[src/rtl/pht_update_unit_pkg.sv]
// Shared fetch-side branch predictor types: PHT/GHR widths, update queue entry,
// counter encoding and the gshare / saturating-counter helpers.
package pht_update_unit_pkg;

  localparam int RESOLVE_WIDTH   = 2;
  localparam int QUEUE_DEPTH     = 8;
  localparam int PHT_INDEX_WIDTH = 11;
  localparam int GHR_WIDTH       = 10;
  localparam int QPTR_WIDTH      = $clog2(QUEUE_DEPTH);
  localparam int QCOUNT_WIDTH    = QPTR_WIDTH + 1;

  typedef logic [PHT_INDEX_WIDTH-1:0] PHT_IndexPath;
  typedef logic [GHR_WIDTH-1:0]       BranchGlobalHistoryPath;
  typedef logic [1:0]                 PHT_EntryPath;

  typedef enum logic [1:0] {
    PHT_STRONG_NT = 2'b00,
    PHT_WEAK_NT   = 2'b01,
    PHT_WEAK_T    = 2'b10,
    PHT_STRONG_T  = 2'b11
  } pht_counter_e;

  typedef struct packed {
    PHT_IndexPath index;
    logic         taken;
  } PHT_UpdateEntry;

  typedef enum logic {
    UPD_IDLE    = 1'b0,
    UPD_RD_WAIT = 1'b1
  } upd_state_e;

  function automatic PHT_IndexPath gshare_index(input logic [31:0] pc,
                                                input BranchGlobalHistoryPath ghr);
    return pc[PHT_INDEX_WIDTH+1:2] ^ PHT_IndexPath'(ghr);
  endfunction

  function automatic PHT_EntryPath counter_next(input PHT_EntryPath cnt, input logic taken);
    PHT_EntryPath nxt;
    if (taken) begin
      if (cnt == PHT_STRONG_T) nxt = PHT_STRONG_T;
      else                     nxt = cnt + 2'd1;
    end else begin
      if (cnt == PHT_STRONG_NT) nxt = PHT_STRONG_NT;
      else                      nxt = cnt - 2'd1;
    end
    return nxt;
  endfunction

endpackage

[src/rtl/pht_update_unit_if.sv]
// Resolve bus, PHT port and GHR-restore signals of the PHT update unit.
interface pht_update_unit_if;
  import pht_update_unit_pkg::*;

  logic [RESOLVE_WIDTH-1:0]                 res_valid;
  logic [RESOLVE_WIDTH-1:0][31:0]           res_pc;
  BranchGlobalHistoryPath [RESOLVE_WIDTH-1:0] res_ghr;
  logic [RESOLVE_WIDTH-1:0]                 res_taken;
  logic [RESOLVE_WIDTH-1:0]                 res_is_cond;
  logic [RESOLVE_WIDTH-1:0]                 res_mispred;
  logic                                     res_ready;
  logic                                     pht_busy;
  logic                                     pht_rd_en;
  PHT_IndexPath                             pht_rd_addr;
  PHT_EntryPath                             pht_rd_data;
  logic                                     pht_wr_en;
  PHT_IndexPath                             pht_wr_addr;
  PHT_EntryPath                             pht_wr_data;
  logic                                     ghr_restore_valid;
  BranchGlobalHistoryPath                   ghr_restore_value;
  logic                                     update_dropped;
  logic [QCOUNT_WIDTH-1:0]                  queue_count;

  modport master (
    output res_valid, res_pc, res_ghr, res_taken, res_is_cond, res_mispred,
    output pht_busy, pht_rd_data,
    input  res_ready, pht_rd_en, pht_rd_addr, pht_wr_en, pht_wr_addr, pht_wr_data,
    input  ghr_restore_valid, ghr_restore_value, update_dropped, queue_count
  );

  modport slave (
    input  res_valid, res_pc, res_ghr, res_taken, res_is_cond, res_mispred,
    input  pht_busy, pht_rd_data,
    output res_ready, pht_rd_en, pht_rd_addr, pht_wr_en, pht_wr_addr, pht_wr_data,
    output ghr_restore_valid, ghr_restore_value, update_dropped, queue_count
  );

endinterface

[src/rtl/pht_update_queue.sv]
// Multi-push, single-pop circular FIFO of pending PHT updates. Pushes are
// accepted in lane order while free slots (counted before any pop) remain.
module pht_update_queue
  import pht_update_unit_pkg::*;
(
  input  logic                              clk,
  input  logic                              rst,
  input  logic [RESOLVE_WIDTH-1:0]          push_valid,
  input  PHT_UpdateEntry [RESOLVE_WIDTH-1:0] push_entry,
  input  logic                              pop,
  output PHT_UpdateEntry                    head_entry,
  output logic                              empty,
  output logic [QCOUNT_WIDTH-1:0]           count,
  output logic                              dropped
);

  PHT_UpdateEntry          mem_r [QUEUE_DEPTH];
  logic [QPTR_WIDTH-1:0]   head_r;
  logic [QPTR_WIDTH-1:0]   tail_r;
  logic [QCOUNT_WIDTH-1:0] count_r;
  logic [QCOUNT_WIDTH-1:0] free_s;
  logic [QCOUNT_WIDTH-1:0] accepted_s;
  logic [RESOLVE_WIDTH-1:0] wr_en_s;
  logic [QPTR_WIDTH-1:0]   wr_ptr_s [RESOLVE_WIDTH];
  logic                    dropped_s;

  // Assign consecutive tail slots to qualifying lanes until the queue is full.
  always_comb begin
    free_s     = QCOUNT_WIDTH'(QUEUE_DEPTH) - count_r;
    accepted_s = '0;
    dropped_s  = 1'b0;
    wr_en_s    = '0;
    for (int i = 0; i < RESOLVE_WIDTH; i++) begin
      wr_ptr_s[i] = tail_r + accepted_s[QPTR_WIDTH-1:0];
      if (push_valid[i]) begin
        if (accepted_s < free_s) begin
          wr_en_s[i] = 1'b1;
          accepted_s = accepted_s + QCOUNT_WIDTH'(1);
        end else begin
          dropped_s = 1'b1;
        end
      end else begin
        wr_en_s[i] = 1'b0;
      end
    end
  end

  // Pointer and occupancy registers.
  always_ff @(posedge clk or posedge rst) begin
    if (rst) begin
      head_r  <= '0;
      tail_r  <= '0;
      count_r <= '0;
    end else begin
      tail_r  <= tail_r + accepted_s[QPTR_WIDTH-1:0];
      head_r  <= head_r + QPTR_WIDTH'(pop);
      count_r <= count_r + accepted_s - QCOUNT_WIDTH'(pop);
    end
  end

  // Entry storage; contents are qualified by the pointers, so no reset needed.
  always_ff @(posedge clk) begin
    for (int i = 0; i < RESOLVE_WIDTH; i++) begin
      if (wr_en_s[i]) mem_r[wr_ptr_s[i]] <= push_entry[i];
    end
  end

  assign head_entry = mem_r[head_r];
  assign empty      = (count_r == '0);
  assign count      = count_r;
  assign dropped    = dropped_s;

endmodule

[src/rtl/pht_update_unit.sv]
// Queues resolved conditional branches and read-modify-writes the PHT 2-bit
// counters (gshare index); also emits the corrected GHR after a mispredict.
module pht_update_unit
  import pht_update_unit_pkg::*;
(
  input  logic             clk,
  input  logic             rst,
  pht_update_unit_if.slave bus
);

  logic [RESOLVE_WIDTH-1:0]           push_valid_s;
  PHT_UpdateEntry [RESOLVE_WIDTH-1:0] push_entry_s;
  PHT_UpdateEntry                     head_entry_s;
  logic                               q_empty_s;
  logic [QCOUNT_WIDTH-1:0]            q_count_s;
  logic                               q_dropped_s;
  logic                               pop_s;

  upd_state_e     state_r;
  upd_state_e     state_next_s;
  PHT_UpdateEntry lat_entry_r;
  logic           rd_en_s;
  PHT_IndexPath   rd_addr_s;
  logic           wr_en_s;
  PHT_IndexPath   wr_addr_s;
  PHT_EntryPath   wr_data_s;

  logic                   restore_hit_s;
  BranchGlobalHistoryPath restore_value_s;
  logic                   restore_valid_r;
  BranchGlobalHistoryPath restore_value_r;

  // Hash each qualifying lane into its queue entry.
  always_comb begin
    for (int i = 0; i < RESOLVE_WIDTH; i++) begin
      push_valid_s[i]       = bus.res_valid[i] & bus.res_is_cond[i];
      push_entry_s[i].index = gshare_index(bus.res_pc[i], bus.res_ghr[i]);
      push_entry_s[i].taken = bus.res_taken[i];
    end
  end

  pht_update_queue u_queue (
    .clk        (clk),
    .rst        (rst),
    .push_valid (push_valid_s),
    .push_entry (push_entry_s),
    .pop        (pop_s),
    .head_entry (head_entry_s),
    .empty      (q_empty_s),
    .count      (q_count_s),
    .dropped    (q_dropped_s)
  );

  // Update FSM state and the head entry captured at read time.
  always_ff @(posedge clk or posedge rst) begin
    if (rst) begin
      state_r     <= UPD_IDLE;
      lat_entry_r <= '0;
    end else begin
      state_r <= state_next_s;
      if (rd_en_s) lat_entry_r <= head_entry_s;
      else         lat_entry_r <= lat_entry_r;
    end
  end

  // Read in IDLE when the port is free; write back and pop in RD_WAIT.
  always_comb begin
    state_next_s = state_r;
    rd_en_s      = 1'b0;
    rd_addr_s    = '0;
    wr_en_s      = 1'b0;
    wr_addr_s    = '0;
    wr_data_s    = 2'b00;
    pop_s        = 1'b0;
    case (state_r)
      UPD_IDLE: begin
        if (!q_empty_s && !bus.pht_busy) begin
          rd_en_s      = 1'b1;
          rd_addr_s    = head_entry_s.index;
          state_next_s = UPD_RD_WAIT;
        end else begin
          state_next_s = UPD_IDLE;
        end
      end
      UPD_RD_WAIT: begin
        wr_en_s      = 1'b1;
        wr_addr_s    = lat_entry_r.index;
        wr_data_s    = counter_next(bus.pht_rd_data, lat_entry_r.taken);
        pop_s        = 1'b1;
        state_next_s = UPD_IDLE;
      end
      default: begin
        state_next_s = UPD_IDLE;
      end
    endcase
  end

  // Lowest mispredicted lane wins: scan high to low so lower lanes overwrite.
  always_comb begin
    restore_hit_s   = 1'b0;
    restore_value_s = '0;
    for (int i = RESOLVE_WIDTH - 1; i >= 0; i--) begin
      if (bus.res_valid[i] && bus.res_mispred[i]) begin
        restore_hit_s = 1'b1;
        if (bus.res_is_cond[i]) restore_value_s = {bus.res_ghr[i][GHR_WIDTH-2:0], bus.res_taken[i]};
        else                    restore_value_s = bus.res_ghr[i];
      end else begin
        restore_hit_s = restore_hit_s;
      end
    end
  end

  // GHR restore pulse register.
  always_ff @(posedge clk or posedge rst) begin
    if (rst) begin
      restore_valid_r <= 1'b0;
      restore_value_r <= '0;
    end else begin
      restore_valid_r <= restore_hit_s;
      restore_value_r <= restore_hit_s ? restore_value_s : '0;
    end
  end

  assign bus.res_ready         = (q_count_s <= QCOUNT_WIDTH'(QUEUE_DEPTH - RESOLVE_WIDTH));
  assign bus.pht_rd_en         = rd_en_s;
  assign bus.pht_rd_addr       = rd_addr_s;
  assign bus.pht_wr_en         = wr_en_s;
  assign bus.pht_wr_addr       = wr_addr_s;
  assign bus.pht_wr_data       = wr_data_s;
  assign bus.ghr_restore_valid = restore_valid_r;
  assign bus.ghr_restore_value = restore_value_r;
  assign bus.update_dropped    = q_dropped_s;
  assign bus.queue_count       = q_count_s;

endmodule
[src/flat_wrapper.sv]
// flat-port wrapper written by rule: the top's interface ports become plain ports
module pht_update_unit_flat import pht_update_unit_pkg::*;
  (clk, rst, bus_res_valid, bus_res_pc, bus_res_ghr, bus_res_taken, bus_res_is_cond, bus_res_mispred, bus_pht_busy, bus_pht_rd_data, bus_res_ready, bus_pht_rd_en, bus_pht_rd_addr, bus_pht_wr_en, bus_pht_wr_addr, bus_pht_wr_data, bus_ghr_restore_valid, bus_ghr_restore_value, bus_update_dropped, bus_queue_count);
  pht_update_unit_if bus_i ();
  input  logic clk;
  input  logic rst;
  input wire logic [$bits(bus_i.res_valid)-1:0] bus_res_valid;
  input wire logic [$bits(bus_i.res_pc)-1:0] bus_res_pc;
  input wire logic [$bits(bus_i.res_ghr)-1:0] bus_res_ghr;
  input wire logic [$bits(bus_i.res_taken)-1:0] bus_res_taken;
  input wire logic [$bits(bus_i.res_is_cond)-1:0] bus_res_is_cond;
  input wire logic [$bits(bus_i.res_mispred)-1:0] bus_res_mispred;
  input wire logic [$bits(bus_i.pht_busy)-1:0] bus_pht_busy;
  input wire logic [$bits(bus_i.pht_rd_data)-1:0] bus_pht_rd_data;
  output wire logic [$bits(bus_i.res_ready)-1:0] bus_res_ready;
  output wire logic [$bits(bus_i.pht_rd_en)-1:0] bus_pht_rd_en;
  output wire logic [$bits(bus_i.pht_rd_addr)-1:0] bus_pht_rd_addr;
  output wire logic [$bits(bus_i.pht_wr_en)-1:0] bus_pht_wr_en;
  output wire logic [$bits(bus_i.pht_wr_addr)-1:0] bus_pht_wr_addr;
  output wire logic [$bits(bus_i.pht_wr_data)-1:0] bus_pht_wr_data;
  output wire logic [$bits(bus_i.ghr_restore_valid)-1:0] bus_ghr_restore_valid;
  output wire logic [$bits(bus_i.ghr_restore_value)-1:0] bus_ghr_restore_value;
  output wire logic [$bits(bus_i.update_dropped)-1:0] bus_update_dropped;
  output wire logic [$bits(bus_i.queue_count)-1:0] bus_queue_count;
  assign bus_i.res_valid = bus_res_valid;
  assign bus_i.res_pc = bus_res_pc;
  assign bus_i.res_ghr = bus_res_ghr;
  assign bus_i.res_taken = bus_res_taken;
  assign bus_i.res_is_cond = bus_res_is_cond;
  assign bus_i.res_mispred = bus_res_mispred;
  assign bus_i.pht_busy = bus_pht_busy;
  assign bus_i.pht_rd_data = bus_pht_rd_data;
  assign bus_res_ready = bus_i.res_ready;
  assign bus_pht_rd_en = bus_i.pht_rd_en;
  assign bus_pht_rd_addr = bus_i.pht_rd_addr;
  assign bus_pht_wr_en = bus_i.pht_wr_en;
  assign bus_pht_wr_addr = bus_i.pht_wr_addr;
  assign bus_pht_wr_data = bus_i.pht_wr_data;
  assign bus_ghr_restore_valid = bus_i.ghr_restore_valid;
  assign bus_ghr_restore_value = bus_i.ghr_restore_value;
  assign bus_update_dropped = bus_i.update_dropped;
  assign bus_queue_count = bus_i.queue_count;
  pht_update_unit u_core (.clk(clk), .rst(rst), .bus(bus_i));
endmodule
[config.mk]
export PLATFORM = sky130hd
export DESIGN_NAME = pht_update_unit_flat
export DESIGN_NICKNAME = d
export VERILOG_FILES = /design/src/rtl/pht_update_unit_pkg.sv /design/src/rtl/pht_update_unit_if.sv /design/src/rtl/pht_update_queue.sv /design/src/rtl/pht_update_unit.sv /design/src/flat_wrapper.sv
export SDC_FILE = /design/constraint.sdc
export NUM_CORES = 1
export LEC_CHECK = 0
export ABC_AREA = 1
export CORE_ASPECT_RATIO = 0.8
export CORE_MARGIN = 1.5
export CORE_UTILIZATION = 40
export DETAILED_ROUTE_END_ITERATION = 10
export PLACE_DENSITY_LB_ADDON = 0.25
export SLEW_MARGIN = 20
export SYNTH_ARGS = -nofsm -noshare
export SYNTH_HDL_FRONTEND = slang
export SYNTH_HIERARCHICAL = 1
export SYNTH_SLANG_ARGS = --single-unit
export TNS_END_PERCENT = 20
[constraint.sdc]
create_clock -name clk -period 3.6 [get_ports clk]
set_clock_uncertainty 0.15 [all_clocks]
set_input_delay 0.72 -clock clk [delete_from_list [all_inputs] [get_ports clk]]
set_output_delay 0.72 -clock clk [all_outputs]
set_load 0.02 [all_outputs]
==> impl_metrics.json <==
{
  "status": "completed",
  "placed_cell_area_um2": 9210,
  "die_w_um": 161,
  "arrival_ps": 2550,
  "core_um2": 19200,
  "end_kind": "primary output",
  "synth_fp_nets": 1107,
  "drtIter0Drc": 762,
  "ant_nets": 0,
  "synthSimpleGateAreaFrac": 0.314,
  "ctsResizeCount": 1,
  "nNetsFinal": 1183,
  "synth.area.top_cells": "edfxtp_1 (36%), nand2_1 (16%), dfrtp_1 (11%)",
  "powerDensity_nw_per_um2": 751,
  "p_clk_frac": 0.236,
  "synth.largest_area_cell": "edfxtp_1",
  "p_leak_nw": 4.46,
  "cts-htree-levels": 4,
  "vias": 7023,
  "fin_util": 0.513,
  "rsz0062_at_grt": "no",
  "p_seq_frac": 0.296,
  "clock_latency_ps": 420,
  "post-dp-hpwl_um": 15600,
  "synth_xor_area_frac": 0.0285,
  "synth_cell_type_count": 31,
  "post_drt_wl_per_cell_um": 17.4,
  "slowest_stage": "clkdlybuf4s50_1",
  "finalHoldViolCount": 0,
  "io_buffers": 97,
  "hold_path.class": "reg2reg",
  "fin_area_um2": 9850,
  "hold_depth": 2,
  "synthCells": 994,
  "cts_buffers": 17,
  "max_stage_delay_ps": 610,
  "avgSynthCellArea_um2": 8.00,
  "area_growth_syn_to_layout_pct": 23.9,
  "die_y_um": 129,
  "path_clk_slew_ps": 60,
  "peakVddDrop_uv": 430,
  "cts_root_buffer": "clkbuf_16",
  "overflow": 0,
  "instances_no_fill": 1341,
  "start_util": 0.414,
  "placed_cells": 1309,
  "swShare": 0.422,
  "clock.fmax_ghz": 0.293,
  "cp_cell_sequence": "inv_1 -> ha_1 -> nand2_1 -> inv_1 -> nor2_2 -> nand2_8 -> nor2_1 -> clkdlybuf4s50_1",
  "final.setup.tns_ps": 0,
  "critPathRequiredTime_ps": 2730,
  "diodes": 0,
  "grt_usage": 0.231,
  "rr_worst_depth": 14,
  "grt_pass1_vias": 6525,
  "setup_viol": 0,
  "post_cts_buffers": 0,
  "yosysTopAreaCellShare": 0.363,
  "routed_via_density": 5.24,
  "fin_crit_ps": 3420,
  "yosys_warnings": 6,
  "synth_compound_area_frac": 0.0683,
  "synth_mux_area_frac": 0,
  "antenna_found_initial": 0,
  "grt_pass1_wl_um": 36400,
  "crit_type": "reg2out",
  "drive_above_1_share": 0.109,
  "crit_fanout": 35,
  "synth_adder_area_share": 0.0271,
  "power.switching_w": 0.00312,
  "p_int_w": 0.00427,
  "cp-start-kind": "register",
  "cts_tree": "done",
  "synth_top_family_by_area": "simple AND/OR/NAND/NOR gates",
  "slew_headroom": 0.292,
  "max_cap_viol_count": 0,
  "tightest_slew_ps": 1060,
  "path_common_cell": "inv_1",
  "firstDrtPassIters": 5,
  "grt_start_max_net_pins": 105,
  "report.final.slew_viol_count": 0,
  "drc": 0,
  "cts.sinks": 130,
  "fin_crit_sh": 0.949,
  "seq_area_frac_synth": 0.470,
  "routed_wl_um": 23300,
  "power_frac_comb": 0.468,
  "ios": 140,
  "routabilityCongestion": 0.844,
  "cts.path.max_buffers": 2,
  "synth-seq-cells": 130,
  "syn_area_um2": 7950,
  "num_rows": 45,
  "ctsHoldBuffers": 0,
  "die-area_um2": 20700
}
==> registers in the layout (all words and copies together) (netlist names) <==
register,cells
u_core/u_queue/mem_r,96
u_core/lat_entry_r,12
u_core/bus.ghr_restore_value,10
u_core/u_queue/count,4
u_core/u_queue/head_r,3
u_core/u_queue/tail_r,3
u_core/bus.ghr_restore_valid,1
u_core/state_r,1
==> cell type report <==
type / instances / area [µm²]
multi-input combinational: 711 / 3490
clock inverter: 10 / 62.6
inverter: 64 / 240
tap: 258 / 323
timing repair buffer: 146 / 1450
sequential: 130 / 3730
fill: 1748 / 9350
clock buffer: 22 / 551
==> stage by stage <==
step / hold slack (ps) / setup slack [ps] / power, W
2_1_floorplan: 305 / 2.61 / 0.00445
3_3_place_gp: 317 / 63.9 / 0.00558
3_5_place_dp: 317 / 75.7 / 0.00562
4_1_cts: 332 / 62.4 / 0.00738
5_1_grt: 347 / 7.59 / 0.00788
6_report: 330 / 185 / 0.00739
==> synth_stat cells <==
cell	n
a21oi_1	4
buf_1	9
buf_2	31
buf_4	14
buf_6	5
buf_8	1
clkbuf_1	16
clkbuf_2	13
dfrtp_1	34
edfxtp_1	96
fa_1	2
ha_1	14
inv_1	58
inv_2	6
nand2_1	343
nand2_2	1
nand2_4	1
nand3_1	28
nand3_2	5
nand3_4	1
nand4_1	96
nor2_1	85
nor2_2	9
nor2_4	1
o21ai_0	65
o21ai_1	19
o21ai_2	11
o22ai_1	1
xnor2_1	1
xor2_1	23
xor2_2	1
==> logic make-up after synthesis <==
| kind of cell | Yosys count |
|---|---|
| simple gates | 570 |
| xor+xnor | 25 |
| flops | 130 |
| buf+inv | 153 |
| compound gates | 100 |
| fa+ha+maj | 16 |
==> critical path, delay by kind of cell, from the launching register on <==
family	cells	cell delay [ps]
DFF	1	420
and+or+nand+nor	4	630
adders and majority gates	1	280
buffers and inverters	3	780
==> layout by cell type, fill, tap and decap left out, types with 23 or more instances in the layout <==
cell type,netlist,final
nand4_1,96,96
inv_1,58,57
clkdlybuf4s50_1,0,94
dfrtp_1,34,34
nand3_1,28,28
xor2_1,23,23
o21ai_0,65,65
buf_4,14,41
nand2_1,343,343
nor2_1,85,85
edfxtp_1,96,96
==> path summary, 6_finish.rpt <==
check	endpoint	start	slack (ps)
setup reg to reg	u_core/u_queue/mem_r[1][8]$_DFFE_PP_	u_core/u_queue/count[0]$_DFF_PP0_	380
min in group asynchronous	u_core/u_queue/count[3]$_DFF_PP0_	rst	470
max in group asynchronous	u_core/bus.ghr_restore_value[5]$_DFF_PP0_	rst	2480
hold / removal	u_core/lat_entry_r[3]$_DFFE_PP0P_	u_core/lat_entry_r[3]$_DFFE_PP0P_	330
setup / recovery	bus_pht_rd_addr[3]	u_core/u_queue/count[0]$_DFF_PP0_	180
hold reg to reg	u_core/lat_entry_r[3]$_DFFE_PP0P_	u_core/lat_entry_r[3]$_DFFE_PP0P_	330
==> power by group through the flow <==
stage | clock network (W) | logic, W | registers, W
floorplan | 0 | 0.00224 | 0.00221
global route | 0.00183 | 0.00382 | 0.00223
global placement | 0 | 0.00337 | 0.00221
CTS | 0.00177 | 0.00342 | 0.00219
finish | 0.00174 | 0.00346 | 0.00219
detailed placement | 0 | 0.00341 | 0.00221
==> routing by layer <==
metal  track usage  up-vias  part of all wire
li1              -     3450                 -
met3        0.0512       22              0.10
met2         0.353      368              0.44
met1         0.334     3183              0.45
met4        0.0594        0            0.0098
met5             0        -                 0
Note: power is estimated with default switching activity, not from simulation.
